`src/rtl/uart_tx_fifo.sv`:
```
// uart_tx_fifo: buffered 8-bit UART transmitter, LSB first.
// Bytes from single-cycle strobes are queued in a FIFO.
// The serializer pops one byte per frame and sends 8N1.
// Define UART_TX_PARITY_EN to add an even-parity bit before stop (8E1).
module uart_tx_fifo #(
  parameter int CLK_FRE    = 50_000_000,
  parameter int BAUD_RATE  = 115200,
  parameter int FIFO_DEPTH = 16
) (
  input  logic                          clk,
  input  logic                          rst_n,
  input  logic [7:0]                    tx_data,
  input  logic                          tx_vld,
  output logic                          tx,
  output logic                          tx_busy,
  output logic                          fifo_full,
  output logic [$clog2(FIFO_DEPTH):0]   fifo_cnt,
  output logic                          ovf_err
);

  localparam int BAUD_CNT_MAX = CLK_FRE / BAUD_RATE;
  localparam int AW           = $clog2(FIFO_DEPTH);
  localparam int BW           = $clog2(BAUD_CNT_MAX + 1);
  localparam logic [BW-1:0] BAUD_LAST = BW'(BAUD_CNT_MAX - 1);
  localparam logic [AW:0]   DEPTH_CNT = (AW + 1)'(FIFO_DEPTH);

`ifdef UART_TX_PARITY_EN
  typedef enum logic [2:0] {
    IDLE = 3'd0, START = 3'd1, DATA = 3'd2, PARITY = 3'd3, STOP = 3'd4
  } state_t;
`else
  typedef enum logic [2:0] {
    IDLE = 3'd0, START = 3'd1, DATA = 3'd2, STOP = 3'd4
  } state_t;
`endif

  logic [7:0]    mem [FIFO_DEPTH];
  logic [AW-1:0] wr_ptr_reg, rd_ptr_reg;
  logic [AW:0]   cnt_reg, cnt_next;
  state_t        state_reg, state_next;
  logic [BW-1:0] baud_cnt_reg, baud_cnt_next;
  logic [2:0]    bit_idx_reg, bit_idx_next;
  logic [7:0]    shift_reg, shift_next;
  logic          tx_reg, tx_next;
  logic          busy_reg, busy_next;
  logic          ovf_reg;
  logic          bit_end, push, pop;

  // Full is judged on the registered count, so a write while full is
  // rejected even when a pop frees a slot on the same edge.
  assign fifo_full = (cnt_reg == DEPTH_CNT);
  assign bit_end   = (baud_cnt_reg == BAUD_LAST);
  assign push      = tx_vld & ~fifo_full;
  assign pop       = (cnt_reg != '0) &
                     ((state_reg == IDLE) | ((state_reg == STOP) & bit_end));

  assign tx       = tx_reg;
  assign tx_busy  = busy_reg;
  assign fifo_cnt = cnt_reg;
  assign ovf_err  = ovf_reg;

  // FIFO storage: plain array, no reset, so it maps onto RAM
  always_ff @(posedge clk) begin
    if (push) mem[wr_ptr_reg] <= tx_data;
  end

  // Next-state logic of the frame sequencer
  always_comb begin
    state_next = state_reg;
    case (state_reg)
      IDLE:  if (pop) state_next = START;
      START: if (bit_end) state_next = DATA;
`ifdef UART_TX_PARITY_EN
      DATA:   if (bit_end && bit_idx_reg == 3'd7) state_next = PARITY;
      PARITY: if (bit_end) state_next = STOP;
`else
      DATA:  if (bit_end && bit_idx_reg == 3'd7) state_next = STOP;
`endif
      STOP:  if (bit_end) state_next = pop ? START : IDLE;
      default: state_next = IDLE;
    endcase
  end

  // Datapath next values: bit timer, bit index, shift register, occupancy
  always_comb begin
    baud_cnt_next = (state_reg == IDLE || bit_end) ? '0 : baud_cnt_reg + 1'b1;
    bit_idx_next  = 3'd0;
    if (state_reg == DATA) bit_idx_next = bit_end ? bit_idx_reg + 3'd1 : bit_idx_reg;
    shift_next = pop ? mem[rd_ptr_reg] : shift_reg;
    cnt_next   = cnt_reg;
    case ({push, pop})
      2'b10:   cnt_next = cnt_reg + 1'b1;
      2'b01:   cnt_next = cnt_reg - 1'b1;
      default: cnt_next = cnt_reg;
    endcase
  end

  // Output logic: line level and busy are computed from the upcoming state
  // so the registered pins line up with the state they describe.
  always_comb begin
    tx_next = 1'b1;
    case (state_next)
      START:  tx_next = 1'b0;
      DATA:   tx_next = shift_next[bit_idx_next];
`ifdef UART_TX_PARITY_EN
      PARITY: tx_next = ^shift_next;
`endif
      default: tx_next = 1'b1;
    endcase
    busy_next = (state_next != IDLE) | (cnt_next != '0);
  end

  // State, pointers, counters and output registers
  always_ff @(posedge clk or negedge rst_n) begin
    if (!rst_n) begin
      state_reg    <= IDLE;
      baud_cnt_reg <= '0;
      bit_idx_reg  <= 3'd0;
      shift_reg    <= 8'd0;
      wr_ptr_reg   <= '0;
      rd_ptr_reg   <= '0;
      cnt_reg      <= '0;
      tx_reg       <= 1'b1;
      busy_reg     <= 1'b0;
      ovf_reg      <= 1'b0;
    end else begin
      state_reg    <= state_next;
      baud_cnt_reg <= baud_cnt_next;
      bit_idx_reg  <= bit_idx_next;
      shift_reg    <= shift_next;
      cnt_reg      <= cnt_next;
      tx_reg       <= tx_next;
      busy_reg     <= busy_next;
      if (push) wr_ptr_reg <= wr_ptr_reg + 1'b1;
      if (pop) rd_ptr_reg <= rd_ptr_reg + 1'b1;
      if (tx_vld && fifo_full) ovf_reg <= 1'b1;
    end
  end

endmodule

```
`config.mk`:
```
export PLATFORM = sky130hd
export DESIGN_NAME = uart_tx_fifo
export DESIGN_NICKNAME = d
export VERILOG_FILES = /design/src/rtl/uart_tx_fifo.sv
export SDC_FILE = /design/constraint.sdc
export NUM_CORES = 1
export LEC_CHECK = 0
export ABC_AREA = 1
export CORE_AREA = 2 2 104 127
export DETAILED_ROUTE_END_ITERATION = 8
export DIE_AREA = 0 0 106 129
export HOLD_SLACK_MARGIN = 0.05
export PLACE_DENSITY_LB_ADDON = 0.25
export SLEW_MARGIN = 30
export SYNTH_ARGS = -nofsm -noshare
export SYNTH_HDL_FRONTEND = slang
export SYNTH_SLANG_ARGS = --single-unit
```
`constraint.sdc`:
```
create_clock -name clk -period 4.95 [get_ports clk]
set_input_delay 0.7425 -clock clk [delete_from_list [all_inputs] [get_ports clk]]
set_output_delay 0.7425 -clock clk [all_outputs]
set_load 0.01 [all_outputs]
```
==> results of run 1 <==
-- per-layer routing --
metal  wire length (um)  GRT usage  vias to the layer above
met5                  0          0                        -
li1                   -          -                     2397
met2               7886     0.4156                      173
met3                973    0.07194                       31
met4                336    0.09985                        0
met1               5975     0.2674                     2387
-- worst max-delay path, cell delays in order (launching register included) --
cell,delay (ns)
dfrtp_1,0.40
inv_1,0.06
ha_1,0.12
nand2_1,0.06
nor3_2,0.12
nand2_2,0.17
nand2_4,0.11
nand3_4,0.14
clkinv_4,0.15
ha_1,0.30
xor2_1,0.23
ha_1,0.20
inv_1,0.06
nand2_1,0.08
nand2_1,0.08
o21ai_0,0.25
a21oi_1,0.11
o21ai_0,0.13
xor2_1,0.22
nand4_1,0.11
-- stage by stage --
| step | power [W] | hold WS, ns | worst slack, ns | instances |
|---|---|---|---|---|
| after floorplan | 0.001976 | 0.4436 | 2.110 | 713 |
| after global placement | 0.002132 | 0.4612 | 1.886 | 872 |
| after detailed placement | 0.002152 | 0.4614 | 1.746 | 872 |
| after CTS | 0.003364 | 0.4424 | 1.803 | 903 |
| after global routing | 0.003480 | 0.4892 | 1.414 | 903 |
| final | 0.003352 | 0.4236 | 1.729 | 903 |
-- synthesized netlist by cell type (3+ instances only) --
cell and count:
nand4_1 5, inv_2 3, edfxtp_1 128, nor3b_1 3, o21ai_1 7, xor2_1 8
ha_1 12, dfrtp_1 38, xnor2_1 3, o21ai_0 23, nor3_2 3, nor2_1 85
buf_2 14, inv_1 56, nand3_1 80, nor3_1 7, clkbuf_1 8, a21oi_1 5
nand2_1 202
-- area by class of cell --
class	instances	area, sq um	share of cell area
sequential	167	4822	0.5919
multi-input combinational	458	2137	0.2623
clock buffer	18	429.2	0.05268
inverter	62	239.0	0.02933
tap	164	205.2	0.02519
timing repair buffer	21	200.2	0.02457
clock inverter	13	113.9	0.01398
-- worst paths after layout --
check,startpoint,to,cells after the start,slack [ns]
max reg2reg,baud_cnt_reg[1],tx_busy,19,1.73
min in group clk,shift_reg[5],shift_reg[5],2,0.48
min reg2reg,shift_reg[5],shift_reg[5],2,0.48
max,baud_cnt_reg[1],tx_busy,19,1.73
max in group asynchronous,rst_n,rd_ptr_reg[0],1,3.95
min,rst_n,baud_cnt_reg[4],1,0.42
-- cells by family (layout without fill, tap and decap cells) --
family | after synthesis | in the layout | share of synthesized area
and+or+nand+nor | 395 | 395 | 0.2291
xor gates and xnor gates | 11 | 11 | 0.01315
adders and majority gates | 12 | 12 | 0.02048
AOI/OAI and AO/OA | 40 | 40 | 0.02885
buffers and inverters | 88 | 114 | 0.05070
DFF | 167 | 167 | 0.6577
-- where the power goes --
group | internal, W | total, W | switching (W)
clock network | 0.000725 | 0.00122 | 0.000495
logic | 0.000137 | 0.000401 | 0.000264
registers | 0.00166 | 0.00173 | 0.0000709
==> qor.yml, run 1 <==
global_routing:
  grt_pass1_wl_um: 23990
  grt-ovfl-total: 0
  track_usage: 0.2358
  antenna_found_initial: 0
  grt_max_degree: 71
  grt_pass1_vias: 4891
sta:
  hold_viol: 0
  fin_skew_ns: 0.006409
  fin_crit_ns: 3.221
  drv_slew: 0
  period_share: 0.6507
  max_freq_mhz: 310.5
  rsz0062_at_grt: "no"
  slew_headroom: 0.4324
  finalSetupViolCount: 0
  worst_pin_slew_ns: 0.8483
  tns_ns: 0
clock_tree:
  clkSinkCount: 167
  htreeDepth: 4
  cts_made_buffers: 17
  clkLatencyLatePin_ns: 0.42
  cts_resized: 0
  clk_pin_slew_worst_paths_ns: 0.06
  clockBufferDepth: 2
  cts_tree: "yes"
  ctsRootBufferMaster: "clkbuf_16"
  postCtsSetupBuffers: 0
  ctsHoldBuffers: 0
finish:
  layout_common_cells: "202 x nand2_1, 128 x edfxtp_1, 85 x nor2_1"
  n_fill_cell: 911
  diodes: 0
  utilization: 0.6547
  nNetsFinal: 750
  design_area_sq_mm: 0.008147
  largest_register_ffs: 128
  layout-drive-gt1-share: 0.05819
  layout_commonest_cell: "nand2_1"
  area_growth_pct: 11.15
synthesis:
  yosys_warnings: 0
  async_reset_ff_frac: 0.2335
  ys_ff_latch: 167
  syn_area_per_cell_sq_um: 10.28
  synth_seq_area_share: 0.6577
  ys_types: 36
  synthCells: 713
  syn_area_sq_mm: 0.007330
  synth_area_leaders: "edfxtp_1 52%, dfrtp_1 13%, nand2_1 10%, nand3_1 5.5%, nor2_1 4.4%"
  synth_top_cell_by_area: "edfxtp_1"
  synth_ff_type: "edfxtp_1"
  synth_top_area_share: 0.5244
  synth-edff-count: 128
  synth_nets: 736
worst_setup_path:
  critPathKind: "reg2reg"
  cp-start-kind: "flop"
  crit_fanout: 14
  worst_ep_required_time_ns: 5.23
  end_kind: "flop"
  arrival_ns: 3.50
floorplan:
  fp.coreArea_sq_mm: 0.01244
  row_count: 45
  die_w_um: 106
  die_area_sq_mm: 0.01367
  die-height_um: 129
  io_pins: 20
  start_util: 0.5890
placed_design:
  placed_area_sq_mm: 0.007602
  place_hpwl_um: 9465
  port_buffers: 19
  place.gp.congestion: 0.9216
power_and_ir_drop:
  p_per_area_mw_per_mm2: 411.5
  p_leak_nw: 3.286
  peakVddDrop_mv: 0.3285
outcome:
  outcome: "finished, final reports clean"
flow_run:
  cap_viol_max_count: 0
route:
  drt_pass1_iterations: 6
  drc: 0
  vias: 4988
  avgViaCountPerCell: 5.524
  wl_per_cell_um: 16.80
  totalWireLength_um: 15170
  ant_nets: 0
  drt-initial-drc-count: 418
min_path:
  hold_class: "in2async"
(Power assumes the default switching activity.)
==> run 2, diff against run 1 <==
- CORE_AREA: 2 2 104 127 -> 2 2 109 132
- DIE_AREA: 0 0 106 129 -> 0 0 111 134
- clock period: 4.95 -> 2.9 ns (I/O delays scaled with it)
==> qor.yml, run 2 (synthesis gave the netlist of run 1 again) <==
finish:
  layout.cells.non_filler: 937  # +3.8%
  layout-drive-gt1-share: 0.1031  # +0.04495
  nNetsFinal: 777  # +3.6%
  layout_common_cells: "202 x nand2_1, 128 x edfxtp_1, 83 x nor2_1"
  diodes: 0  # unchanged
  largest_register_ffs: 128  # unchanged
  area_growth_pct: 15.65
  layout_commonest_cell: "nand2_1"
worst_setup_path:
  worst_ep_required_time_ns: 3.19  # -2.04 ns
  cp-start-kind: "flop"
  end_kind: "flop"
  reg2reg_from: "baud_cnt_reg[1]"
  arrival_ns: 2.98  # -0.52 ns
  crit_fanout: 3  # -11
  rr_worst_depth: 16  # -3
  crit_start: "baud_cnt_reg[1]"
  timing.rr.end: "tx_busy"
  rrSetupSlack_ns: 0.20  # -1.53 ns
  critPathKind: "reg2reg"
placed_design:
  place.gp.congestion: 0.8874  # -3.7%
  placedCellCount: 900  # +3.2%
  place_hpwl_um: 9909  # +4.7%
  port_buffers: 19  # unchanged
global_routing:
  grt_max_degree: 62  # -13%
  track_usage: 0.2182  # -0.01760
  antenna_found_initial: 0  # unchanged
  grt_pass1_wl_um: 25140  # +4.8%
  grt_pass1_vias: 5046  # +3.2%
  grt-ovfl-total: 0  # unchanged
sta:
  max_freq_mhz: 370.9  # +19%
  period_share: 0.9297  # +0.2791
  fin_skew_ns: 0.007024  # +0.0006146 ns
  holdWs_ns: 0.4689  # +0.04529 ns
  rsz0062_at_grt: "no"
  drv_slew: 0  # unchanged
  worst_pin_slew_ns: 0.8700  # +0.02169 ns
  finalSetupViolCount: 0  # unchanged
  slew_headroom: 0.4194  # -0.01301
  tns_ns: 0  # unchanged
  hold_viol: 0  # unchanged
  fin_crit_ns: 2.696  # -0.5246 ns
floorplan:
  row_count: 47  # +4.4%
  die_area_sq_mm: 0.01487  # +8.8%
  die-height_um: 134  # +3.9%
  die_w_um: 111  # +4.7%
  io_pins: 20  # unchanged
  fp.coreArea_sq_mm: 0.01358  # +9.2%
  start_util: 0.5396  # -0.04948
flow_run:
  cap_viol_max_count: 0  # unchanged
route:
  avgViaCountPerCell: 5.449  # -1.3%
  drt-initial-drc-count: 479  # +15%
  drt_pass1_iterations: 5  # -1
  vias: 5106  # +2.4%
  drc: 0  # unchanged
  wl_per_cell_um: 16.55  # -1.5%
  ant_nets: 0  # unchanged
  totalWireLength_um: 15500  # +2.2%
clock_tree:
  ctsRootBufferMaster: "clkbuf_16"
  clkSinkCount: 167  # unchanged
  cts_tree: "yes"
  cts_made_buffers: 17  # unchanged
  htreeDepth: 4  # unchanged
  clk_pin_slew_worst_paths_ns: 0.06  # about the same
  clkLatencyLatePin_ns: 0.42  # about the same
  clockBufferDepth: 2  # unchanged
min_path:
  min_from: "ovf_err"
  holdPathStages: 1
  hold_class: "reg2reg"
  hold_end: "ovf_err"
power_and_ir_drop:
  p_leak_nw: 3.462  # +5.4%
  peakVddDrop_mv: 0.4630  # +41%
  p_per_area_mw_per_mm2: 706.5  # +72%
outcome:
  outcome: "finished, final reports clean"
## run 2: cell types whose count changed in the layout (fill, tap and decap cells not counted), moves of 2 or more
cell,before,now
buf_4,2,27
clkinv_1,7,2
clkinv_2,5,1
nor2_1,85,83
inv_8,0,2
nor2_2,0,2
inv_6,0,2
buf_12,0,2
clkinv_4,1,3
## run 2: worst max-delay path: stages, from the launching register on
cell	delay [ns]
dfrtp_1	0.39
inv_1	0.06
ha_1	0.14
nand2_1	0.06
nor3_2	0.12
nand2_2	0.10
nand2_4	0.08
nand3_4	0.09
inv_8	0.08
ha_4	0.14
xor2_2	0.16
ha_1	0.26
nand2_1	0.06
o21ai_0	0.11
or2_2	0.30
nor4_1	0.28
nand4_1	0.12
## run 2: area by class of cell
| cell class | count | area [sq um] |
|---|---|---|
| Inverter | 62 | 240.2 |
| Tap cell | 171 | 214.0 |
| Clock inverter | 13 | 172.7 |
| Sequential cell | 167 | 4822 |
| Fill cell | 1062 | 5107 |
| Timing Repair Buffer | 48 | 432.9 |
| Clock buffer | 18 | 429.2 |
| Multi-Input combinational cell | 458 | 2166 |
## run 2: worst max path at each step
stage / end / slack [ns] / depth (start not counted)
floorplan: tx_busy / 0.06 / 17
global placement: tx_busy / 0.21 / 10
detailed placement: tx_busy / 0.02 / 15
CTS: tx_busy / 0.03 / 12
global route: tx_busy / 0.04 / 16
finish: tx_busy / 0.20 / 16
## run 2: what timing repair did
action                                  in CTS  in global routing
resized for setup                            1                  7
hold endpoints to repair                     0                 38
buffers inserted                             0                  5
endpoints found under the setup margin       1                  3
cloned                                       0                  0
hold buffers                                 0                  1
pin swaps                                    0                  3
## run 2: routing by layer
layer | vias to the layer above | GRT usage | routed length, um
li1 | 2460 | - | -
met1 | 2462 | 0.2750 | 6488
met2 | 151 | 0.3715 | 7884
met3 | 33 | 0.04700 | 692
met4 | 0 | 0.08681 | 439
met5 | - | 0 | 0
## run 2: per-stage QoR
stage | instance area (sq um) | util | power [W] | setup slack, ns
after global routing | 8477 | 0.6240 | 0.006225 | 0.04363
after floorplan | 7330 | - | 0.003373 | 0.06040
after detailed placement | 7794 | 0.5737 | 0.003714 | 0.01817
after CTS | 8396 | 0.6180 | 0.005995 | 0.02596
after global placement | 7794 | 0.5737 | 0.003672 | 0.2060
final | 8477 | 0.6240 | 0.005989 | 0.2038
## run 2: power by group
part | leakage (nW) | internal (W) | switching [W]
registers | 1.63 | 0.00283 | 0.000120
logic | 1.54 | 0.000291 | 0.000467
clock network | 0.285 | 0.00136 | 0.000920
